==> config.mk <==
export PLATFORM = sky130hd
export DESIGN_NAME = frame_streamer_flat
export DESIGN_NICKNAME = d
export VERILOG_FILES = /design/src/rtl/frame_streamer_if.sv /design/src/rtl/frame_streamer.sv /design/src/flat_wrapper.sv
export SDC_FILE = /design/constraint.sdc
export NUM_CORES = 1
export LEC_CHECK = 0
export ABC_AREA = 1
export BUFFER_PORTS_ARGS = -buffer_cell sky130_fd_sc_hd__buf_2
export CAP_MARGIN = 20
export CELL_PAD_IN_SITES_DETAIL_PLACEMENT = 1
export CELL_PAD_IN_SITES_GLOBAL_PLACEMENT = 2
export CORE_UTILIZATION = 31
export CTS_CLUSTER_SIZE = 20
export DETAILED_ROUTE_END_ITERATION = 6
export PLACE_DENSITY_LB_ADDON = 0.05
export SYNTH_ARGS = -nofsm -noshare
export SYNTH_HDL_FRONTEND = slang
export SYNTH_SLANG_ARGS = --single-unit
==> constraint.sdc <==
create_clock -name clk -period 1.9 [get_ports clk]
set_input_delay 0.095 -clock clk [delete_from_list [all_inputs] [get_ports clk]]
set_output_delay 0.095 -clock clk [all_outputs]
set_load 0.05 [all_outputs]
==> src/rtl/frame_streamer_if.sv <==
// AXI-Stream-style sample stream (tdata/tvalid/tready/tlast) carried from the frame reader to the FFT.
interface frame_streamer_if #(
    parameter int unsigned DATA_W = 16
);
    logic [DATA_W-1:0] tdata;
    logic              tvalid;
    logic              tready;
    logic              tlast;

    modport master (output tdata, output tvalid, output tlast, input tready);
    modport slave  (input tdata, input tvalid, input tlast, output tready);
endinterface

==> src/rtl/frame_streamer.sv <==
// Reads the newest 2^ADDR_W samples from the frame ring BRAM, oldest first,
// and streams them with full backpressure through a registered output stage plus 2-entry skid FIFO.
module frame_streamer #(
    parameter int unsigned ADDR_W     = 12,
    parameter int unsigned DATA_W     = 16,
    parameter bit          SIGNED_OUT = 1'b1
) (
    input  logic              clk,
    input  logic              reset,
    input  logic              start,
    input  logic [ADDR_W-1:0] fhead,
    output logic [ADDR_W-1:0] faddr,
    input  logic [DATA_W-1:0] fdata,
    frame_streamer_if.master  m,
    output logic              busy,
    output logic              overrun
);

    localparam int unsigned CNT_W = ADDR_W + 1;
    localparam logic [CNT_W-1:0]  N_RD      = CNT_W'(1) << ADDR_W;
    localparam logic [ADDR_W-1:0] LAST_BEAT = '1;
    localparam logic [DATA_W-1:0] MSB_MASK  =
        SIGNED_OUT ? {1'b1, {(DATA_W-1){1'b0}}} : '0;

    typedef enum logic [1:0] {S_IDLE, S_READ, S_DRAIN} state_t;

    state_t            state_q;
    logic [ADDR_W-1:0] base_q;
    logic [CNT_W-1:0]  rk_q;
    logic [ADDR_W-1:0] lk_q;
    logic              s1_q, s2_q;
    logic [DATA_W-1:0] fifo_q [2];
    logic              wp_q, rp_q;
    logic [1:0]        fcnt_q;
    logic [ADDR_W-1:0] faddr_q;
    logic [DATA_W-1:0] tdata_q;
    logic              tvalid_q, tlast_q;
    logic              busy_q, overrun_q;

    logic              out_free_c, pop_c, issue_c, load_fifo_c, load_cap_c, push_c, done_c;
    logic [2:0]        occ_c;
    logic [DATA_W-1:0] sample_c;

    // Credit check: skid entries plus reads in the two BRAM stages, with one slot
    // returned when the output register is free this cycle; keeps back-to-back beats
    // at full rate while never exceeding the two skid entries.
    always_comb begin
        out_free_c  = !tvalid_q || m.tready;
        pop_c       = tvalid_q && m.tready;
        occ_c       = 3'(fcnt_q) + 3'(s1_q) + 3'(s2_q);
        issue_c     = (state_q == S_READ) && (rk_q < N_RD) && (occ_c < (3'd2 + 3'(out_free_c)));
        load_fifo_c = out_free_c && (fcnt_q != 2'd0);
        load_cap_c  = out_free_c && (fcnt_q == 2'd0) && s2_q;
        push_c      = s2_q && !load_cap_c;
        done_c      = pop_c && tlast_q;
        sample_c    = fdata ^ MSB_MASK;
    end

    always_ff @(posedge clk) begin
        if (reset) begin
            state_q   <= S_IDLE;
            base_q    <= '0;
            rk_q      <= '0;
            lk_q      <= '0;
            s1_q      <= 1'b0;
            s2_q      <= 1'b0;
            wp_q      <= 1'b0;
            rp_q      <= 1'b0;
            fcnt_q    <= '0;
            faddr_q   <= '0;
            tdata_q   <= '0;
            tvalid_q  <= 1'b0;
            tlast_q   <= 1'b0;
            busy_q    <= 1'b0;
            overrun_q <= 1'b0;
        end else begin
            overrun_q <= start && (state_q != S_IDLE);
            s1_q      <= issue_c;
            s2_q      <= s1_q;

            if (issue_c) begin
                faddr_q <= base_q + rk_q[ADDR_W-1:0];
                rk_q    <= rk_q + CNT_W'(1);
            end

            case (state_q)
                S_IDLE: begin
                    if (start) begin
                        base_q  <= fhead;
                        rk_q    <= '0;
                        lk_q    <= '0;
                        busy_q  <= 1'b1;
                        state_q <= S_READ;
                    end
                end
                S_READ: begin
                    if (rk_q == N_RD) state_q <= S_DRAIN;
                end
                S_DRAIN: begin
                    if (done_c) begin
                        busy_q  <= 1'b0;
                        state_q <= S_IDLE;
                    end
                end
                default: state_q <= S_IDLE;
            endcase

            // Output register refills from the skid FIFO first to preserve order.
            if (load_fifo_c) begin
                tdata_q  <= fifo_q[rp_q];
                rp_q     <= ~rp_q;
                tvalid_q <= 1'b1;
                tlast_q  <= (lk_q == LAST_BEAT);
                lk_q     <= lk_q + ADDR_W'(1);
            end else if (load_cap_c) begin
                tdata_q  <= sample_c;
                tvalid_q <= 1'b1;
                tlast_q  <= (lk_q == LAST_BEAT);
                lk_q     <= lk_q + ADDR_W'(1);
            end else if (pop_c) begin
                tvalid_q <= 1'b0;
                tlast_q  <= 1'b0;
            end

            if (push_c) wp_q <= ~wp_q;
            fcnt_q <= fcnt_q + 2'(push_c) - 2'(load_fifo_c);
        end
    end

    // Skid storage holds data only; occupancy is tracked by fcnt_q.
    always_ff @(posedge clk) begin
        if (push_c) fifo_q[wp_q] <= sample_c;
    end

    assign faddr    = faddr_q;
    assign m.tdata  = tdata_q;
    assign m.tvalid = tvalid_q;
    assign m.tlast  = tlast_q;
    assign busy     = busy_q;
    assign overrun  = overrun_q;

endmodule
==> src/flat_wrapper.sv <==
// flat-port wrapper written by rule: the top's interface ports become plain ports
module frame_streamer_flat 
#(
    parameter int unsigned ADDR_W     = 12,
    parameter int unsigned DATA_W     = 16,
    parameter bit          SIGNED_OUT = 1'b1
)
  (clk, reset, start, fhead, faddr, fdata, busy, overrun, m_tdata, m_tvalid, m_tlast, m_tready);
  frame_streamer_if #(.DATA_W(DATA_W)) m_i ();
  input  logic clk;
  input  logic reset;
  input  logic start;
  input  logic [ADDR_W-1:0] fhead;
  output logic [ADDR_W-1:0] faddr;
  input  logic [DATA_W-1:0] fdata;
  output logic busy;
  output logic overrun;
  output wire logic [$bits(m_i.tdata)-1:0] m_tdata;
  output wire logic [$bits(m_i.tvalid)-1:0] m_tvalid;
  output wire logic [$bits(m_i.tlast)-1:0] m_tlast;
  input wire logic [$bits(m_i.tready)-1:0] m_tready;
  assign m_tdata = m_i.tdata;
  assign m_tvalid = m_i.tvalid;
  assign m_tlast = m_i.tlast;
  assign m_i.tready = m_tready;
  frame_streamer #(.ADDR_W(ADDR_W), .DATA_W(DATA_W), .SIGNED_OUT(SIGNED_OUT)) u_core (.clk(clk), .reset(reset), .start(start), .fhead(fhead), .faddr(faddr), .fdata(fdata), .m(m_i), .busy(busy), .overrun(overrun));
endmodule
After elaboration in Yosys (flattened, before gate mapping)
Memory sizes are Yosys's and may differ from the RTL's. A register that Yosys moved wholly into a read port is not among the register bits.
Cells that the tools add are included.
- add/subtract/negate cells: 8
- $mul: 0
- divide/modulo/power cells: 0
- $lt $le $gt $ge: 2
- equal/unequal tests: 7
- shifts and indexed selects: 0
- muxes and demuxes: 25
- bitwise logic cells: 3
- reductions and logical operators: 25
- operators by type and width (cell ; number):
    2-to-1 mux 12 bit ; 4
    2-to-1 mux 13 bit ; 3
    2-to-1 mux 16 bit ; 2
    adder 13 x 1 -> 13 bit (second input constant) ; 1
    equality test 13 bit (second input constant) ; 1
    less-than comparator 13 bit (second input constant) ; 1
    adder 12 x 1 -> 12 bit (second input constant) ; 1
    adder 12 bit ; 1
    equality test 12 bit (second input constant) ; 1
    2-to-1 mux 1 bit ; 11
    logical AND 1 bit ; 9
    nonzero test 3 bit ; 3
    nonzero test 2 bit ; 4
    2-to-1 mux 2 bit ; 3
    case mux 2 bit (3 select lines) ; 1
    AND reduction 3 bit ; 2
    zero test 2 bit ; 2
    inequality test 2 bit (second input constant) ; 2
    AND reduction 2 bit ; 2
    adder 2 x 1 -> 3 bit ; 1
    adder 2 x 1 -> 3 bit (first input constant) ; 1
    adder 3 x 1 -> 3 bit ; 1
    less-than comparator 3 bit ; 1
    inverter 1 bit ; 3
    other kinds (8) ; 9
- register bits: 77
- bits in latches: 0
- memory bits (writable): 32
- bits in read-only memories: 0
- input bits: 32
- output and inout bits: 32
- logic and storage cells: 86
- memories kept: 1
- memories (name ; words ; bits a word ; rd ports ; clocked after Yosys merged registers in ; write ports ; line ; RTL):
    u_core.fifo_q ; 2 ; 16 ; 1 ; 1 ; 1 ; frame_streamer.sv:32 ; logic [DATA_W-1:0] fifo_q [2];

Longest topological paths before layout
- depth in word-level cells: 8
- gate-level depth with buffers: 11
- depth with buffers taken out: 11

Least setup slack after synthesis
No wires, ideal clock.
- kind: reg-to-reg
- from: reg u_core.tvalid_q, in the netlist u_core.m.tvalid
- to: mem u_core.fifo_q[1][0], enable pin
- library setup time: 0.390 ns
- arrival time: 2.036 ns
- required time: 1.510 ns
- setup slack: -0.526 ns
- stages on the path, launching flop included: 7
- buffers on the path: 0
- cells stage by stage: dfxtp_1 > inv_1 > nor2_2 > nor2_1 > nor2_1 > inv_1 > nor2_1
- word-level cells in the longest chain between the ends: 8
- ends and longest elaborated chain (element ; line ; RTL):
    from (decl) ; frame_streamer.sv:37 ; logic tvalid_q, tlast_q;
    from (signal assigned) ; frame_streamer.sv:72 ; tvalid_q <= 1'b0;
    from (signal assigned) ; frame_streamer.sv:112 ; tvalid_q <= 1'b1;
    from (signal assigned) ; frame_streamer.sv:117 ; tvalid_q <= 1'b1;
    zero test 1 bit ; frame_streamer.sv:48 ; out_free_c = !tvalid_q || m.tready;
    logical OR 1 bit ; frame_streamer.sv:48 ;
    logical AND 1 bit (2 in a row) ; frame_streamer.sv:53 ; load_cap_c = out_free_c && (fcnt_q == 2'd0) && s2_q;
    zero test 1 bit ; frame_streamer.sv:54 ; push_c = s2_q && !load_cap_c;
    logical AND 1 bit ; frame_streamer.sv:54 ;
    net u_core.push_c ; frame_streamer.sv:40 ; logic out_free_c, pop_c, issue_c, load_fifo_c, load_cap_c, push_c, done_c;
    2-to-1 mux 1 bit ; frame_streamer.sv:132 ; if (push_c) fifo_q[wp_q] <= sample_c;
    2-to-1 mux 1 bit (implied by the code) ; frame_streamer.sv:132 ;
    to (decl) ; frame_streamer.sv:32 ;
The timed path passes the listed nets, and every way through them passes these cells.

Worst setup path after layout
- from: reg u_core.tvalid_q, in the netlist u_core.m.tvalid
- to: mem u_core.fifo_q[1][8], enable pin
The elaborated chain is that of the path after synthesis.

==> impl_results.md <==
* Status: finished clean
* Sequential element share of the synthesized area at slightly below 50%
* Max-Cap Viols at 0
* Startpoint type of the worst setup path: flop
* R2R Setup Slk at 0.01 ns
* First-pass GRT wire length at ~25 mm
* Final slew viol count at 0
* Synth Instances at approximately 660
* First-pass detailed-route iteration total at 4
* Vias in the first global route at approximately 4800
* Nets at between 800 and 900
* Post-synthesis register bit count at between 100 and 150
* Multi-input logic area at ~0.0023 mm2
* Worst Tran Pin Value at 0.984 ns
* Clock share of power at 25.1%
* Average vias per placed instance at between 4 and 5
* Max Freq at around 530 MHz
* Design Power at 8.03 mW
* P_sw at about 3.3 mW
* Row count at 47
* Synth unique cells at 38
* Crit end category: flop
* Max-slew headroom at 34.3%
* Clock tree buffer depth at 2
* Final WL at roughly 15 mm
* Final GP Congestion at 0.798
* Hold WC Path Type: primary input to flop
* CP max FO at 17
* P_int at between 4 and 5 mW
* Clock transition at path regs at roughly 0.08 ns
* Setup Skew at approximately 0.012 ns
* Sequential cell area at between 0.002 and 0.003 mm2
* Final Cycle Share at 99.3%
* Die W at 132 um
* Die Area at approximately 0.017 mm2
* Share of layout cells above drive strength 1 at a little under a fifth
* Predominant post-synthesis flop cell: dfxtp_1
* Synthesis-to-finish area growth at 25.2%
* WL/cell at between 15 and 20 um
* CTS tree: built
* Combinational power share at between 30% and 40%
* Period minus WS final at between 1.5 and 2 ns
* Die Span Y at 132 um
* Pwr Density at approximately 1200 mW/mm2
* DR iter-0 viols at roughly 190
* Required @ worst endpoint at ~1.9 ns
* Flop pwr share at a little under two fifths
* Drt drc at 0
* Sw frac at between 40% and 50%
* Pleak at roughly 2.9 nW
* IO Count at between 60 and 70
* Placed Cells at 959
* Gr ovfl total at 0
* Port Buffers at 63
* Maximum VDD drop at 534 uV
* Pin count of the biggest net entering global routing at 29
* RSZ-0062 raised after global routing: yes
* Commonest non-fill, non-tap cell in the layout: nand2_1
* Initial antenna violation count at 0
* Async S/R FF share, synth at 0%
* Via count at 4686
* Final hold vios at 0
* DP HPWL at around 11 mm
* Non-filler cells, final at approximately 1000
* CTS Sinks at between 100 and 150
* Synth Cell Area at 0.00520 mm2
* H-tree depth at 3
* Critical path data arrival time at 1.88 ns
* Number of synthesized flops with an enable pin at 32
* Worst-skew pair later-pin latency at between 0.3 and 0.4 ns
* CORE AREA at approximately 0.016 mm2
* Syn avg cell area at roughly 7.9 um2
* GRT Total Usage at 18.4%
* Final setup fails at 0
* Root buf cell: clkbuf_16
* Number of routed nets with antenna violations at 0
* Worst hold slack at around 0.018 ns
* Worst Setup Path Type: flop to flop
* Syn. warnings at 0
* Initial core utilization at about a third
* N_diodes at 0
* Syn nets at between 700 and 800
* Most frequent cells in the layout: 147 x nand2_1, 94 x nor2_1, 76 x dfxtp_1, 71 x inv_1, 63 x buf_2
* CTS buffer count at 9
* Fillers at about 2000
==> kinds of logic after synthesis <==
kind of cell    share of synthesized area [%]
flops                                    48.5
compound gates                           11.7
simple gates                             25.6
fa+ha+maj                                4.86
buf+inv                                  7.48
xor+xnor                                 1.85
==> sequential cells by signal (all words and copies together) (netlist names), 2 cells and up, named ones only <==
name            count
u_core.base_q      12
u_core.faddr       12
u_core.fcnt_q       2
u_core.fifo_q      32
u_core.lk_q        12
u_core.m.tdata     16
u_core.rk_q        13
u_core.state_q      2
==> cell type report <==
class | instances | area share (%)
clock buffers | 10 | 3.51
clock inverters | 6 | 1.23
repair buffers | 119 | 12.2
multi-input cells | 457 | 35.6
inverters | 75 | 4.44
flip-flops and latches | 110 | 38.8
well taps | 220 | 4.23
==> what timing repair did <==
item                       in CTS  in global routing
setup endpoints to repair      39                 50
hold buffers                   21                  0
setup buffers                   0                  0
gates cloned                    0                  1
resized for setup               2                  8
pin swaps                       1                  1
hold endpoints to repair       36                  0
==> critical path, stage by stage, from the launching register on <==
cell and delay [ns]:
dfxtp_4 0.36, inv_4 0.04, nor2_4 0.10, nor2_1 0.06, nor2_1 0.12, inv_1 0.09
nor2_2 0.75
==> cell usage after synthesis (2+ instances only) <==
cell type,count,area share [%]
nand2_1,147,11
nor2_1,97,7.0
dfxtp_1,78,30
inv_1,72,5.2
a21oi_1,42,4.0
o21ai_0,40,3.8
edfxtp_1,32,18
nand3_1,31,3.0
ha_1,17,4.1
nor3_1,12,1.2
a31oi_1,11,1.3
nand4_1,10,1.2
buf_2,8,0.77
o211ai_1,8,1.2
clkbuf_1,7,0.50
or2_2,6,0.72
xnor2_1,6,1.0
xor2_1,5,0.84
buf_4,3,0.43
inv_2,3,0.22
nand2_2,3,0.36
and3_1,2,0.24
buf_1,2,0.14
fa_1,2,0.77
nand3b_1,2,0.29
nor2_2,2,0.24
nor3_2,2,0.38
o21ai_2,2,0.34
o21bai_1,2,0.29
==> power by group through the flow <==
stage               clock (mW)  sequential (mW)  combinational, mW
floorplan                    0             3.73               1.39
finish                    2.01             2.95               3.07
CTS                       2.08             2.95               3.10
global route              2.15             2.99               3.40
detailed placement           0             3.00               3.05
global placement             0             2.99               3.01
==> path summary, 6_finish.rpt <==
path                                       from                    to  depth (start not counted)
worst min-delay path                  fdata[15]  u_core.fifo_q[0][15]                          2
worst min register to register      u_core.s1_q           u_core.s2_q                          2
worst max register to register  u_core.m.tvalid   u_core.fifo_q[1][8]                          6
worst max-delay path            u_core.m.tvalid   u_core.fifo_q[1][8]                          6
==> stage by stage <==
stage          setup slack [ns]  util, %  cell area [um2]  TNS (ns)
3_3_place_gp            0.00832     36.2             5960         0
5_1_grt                  -0.138     39.6             6520     -4.04
4_1_cts                 -0.0180     39.4             6490    -0.278
2_1_floorplan            0.0282        -             5230         0
6_report                 0.0124     39.6             6520         0
3_5_place_dp            -0.0252     36.2             5960   -0.0645
==> routing by layer <==
metal  routed length (um)  share of wire [%]  up-vias  GRT usage [%]
met5                    0                  0        -              0
met3                  315                2.1       12           2.35
met4                  221                1.4        0           6.40
met2                 7150                 47       41           30.3
met1                 7610                 50     2250           24.8
li1                     -                  -     2383              -
Note: power is estimated with default switching activity, not from simulation.
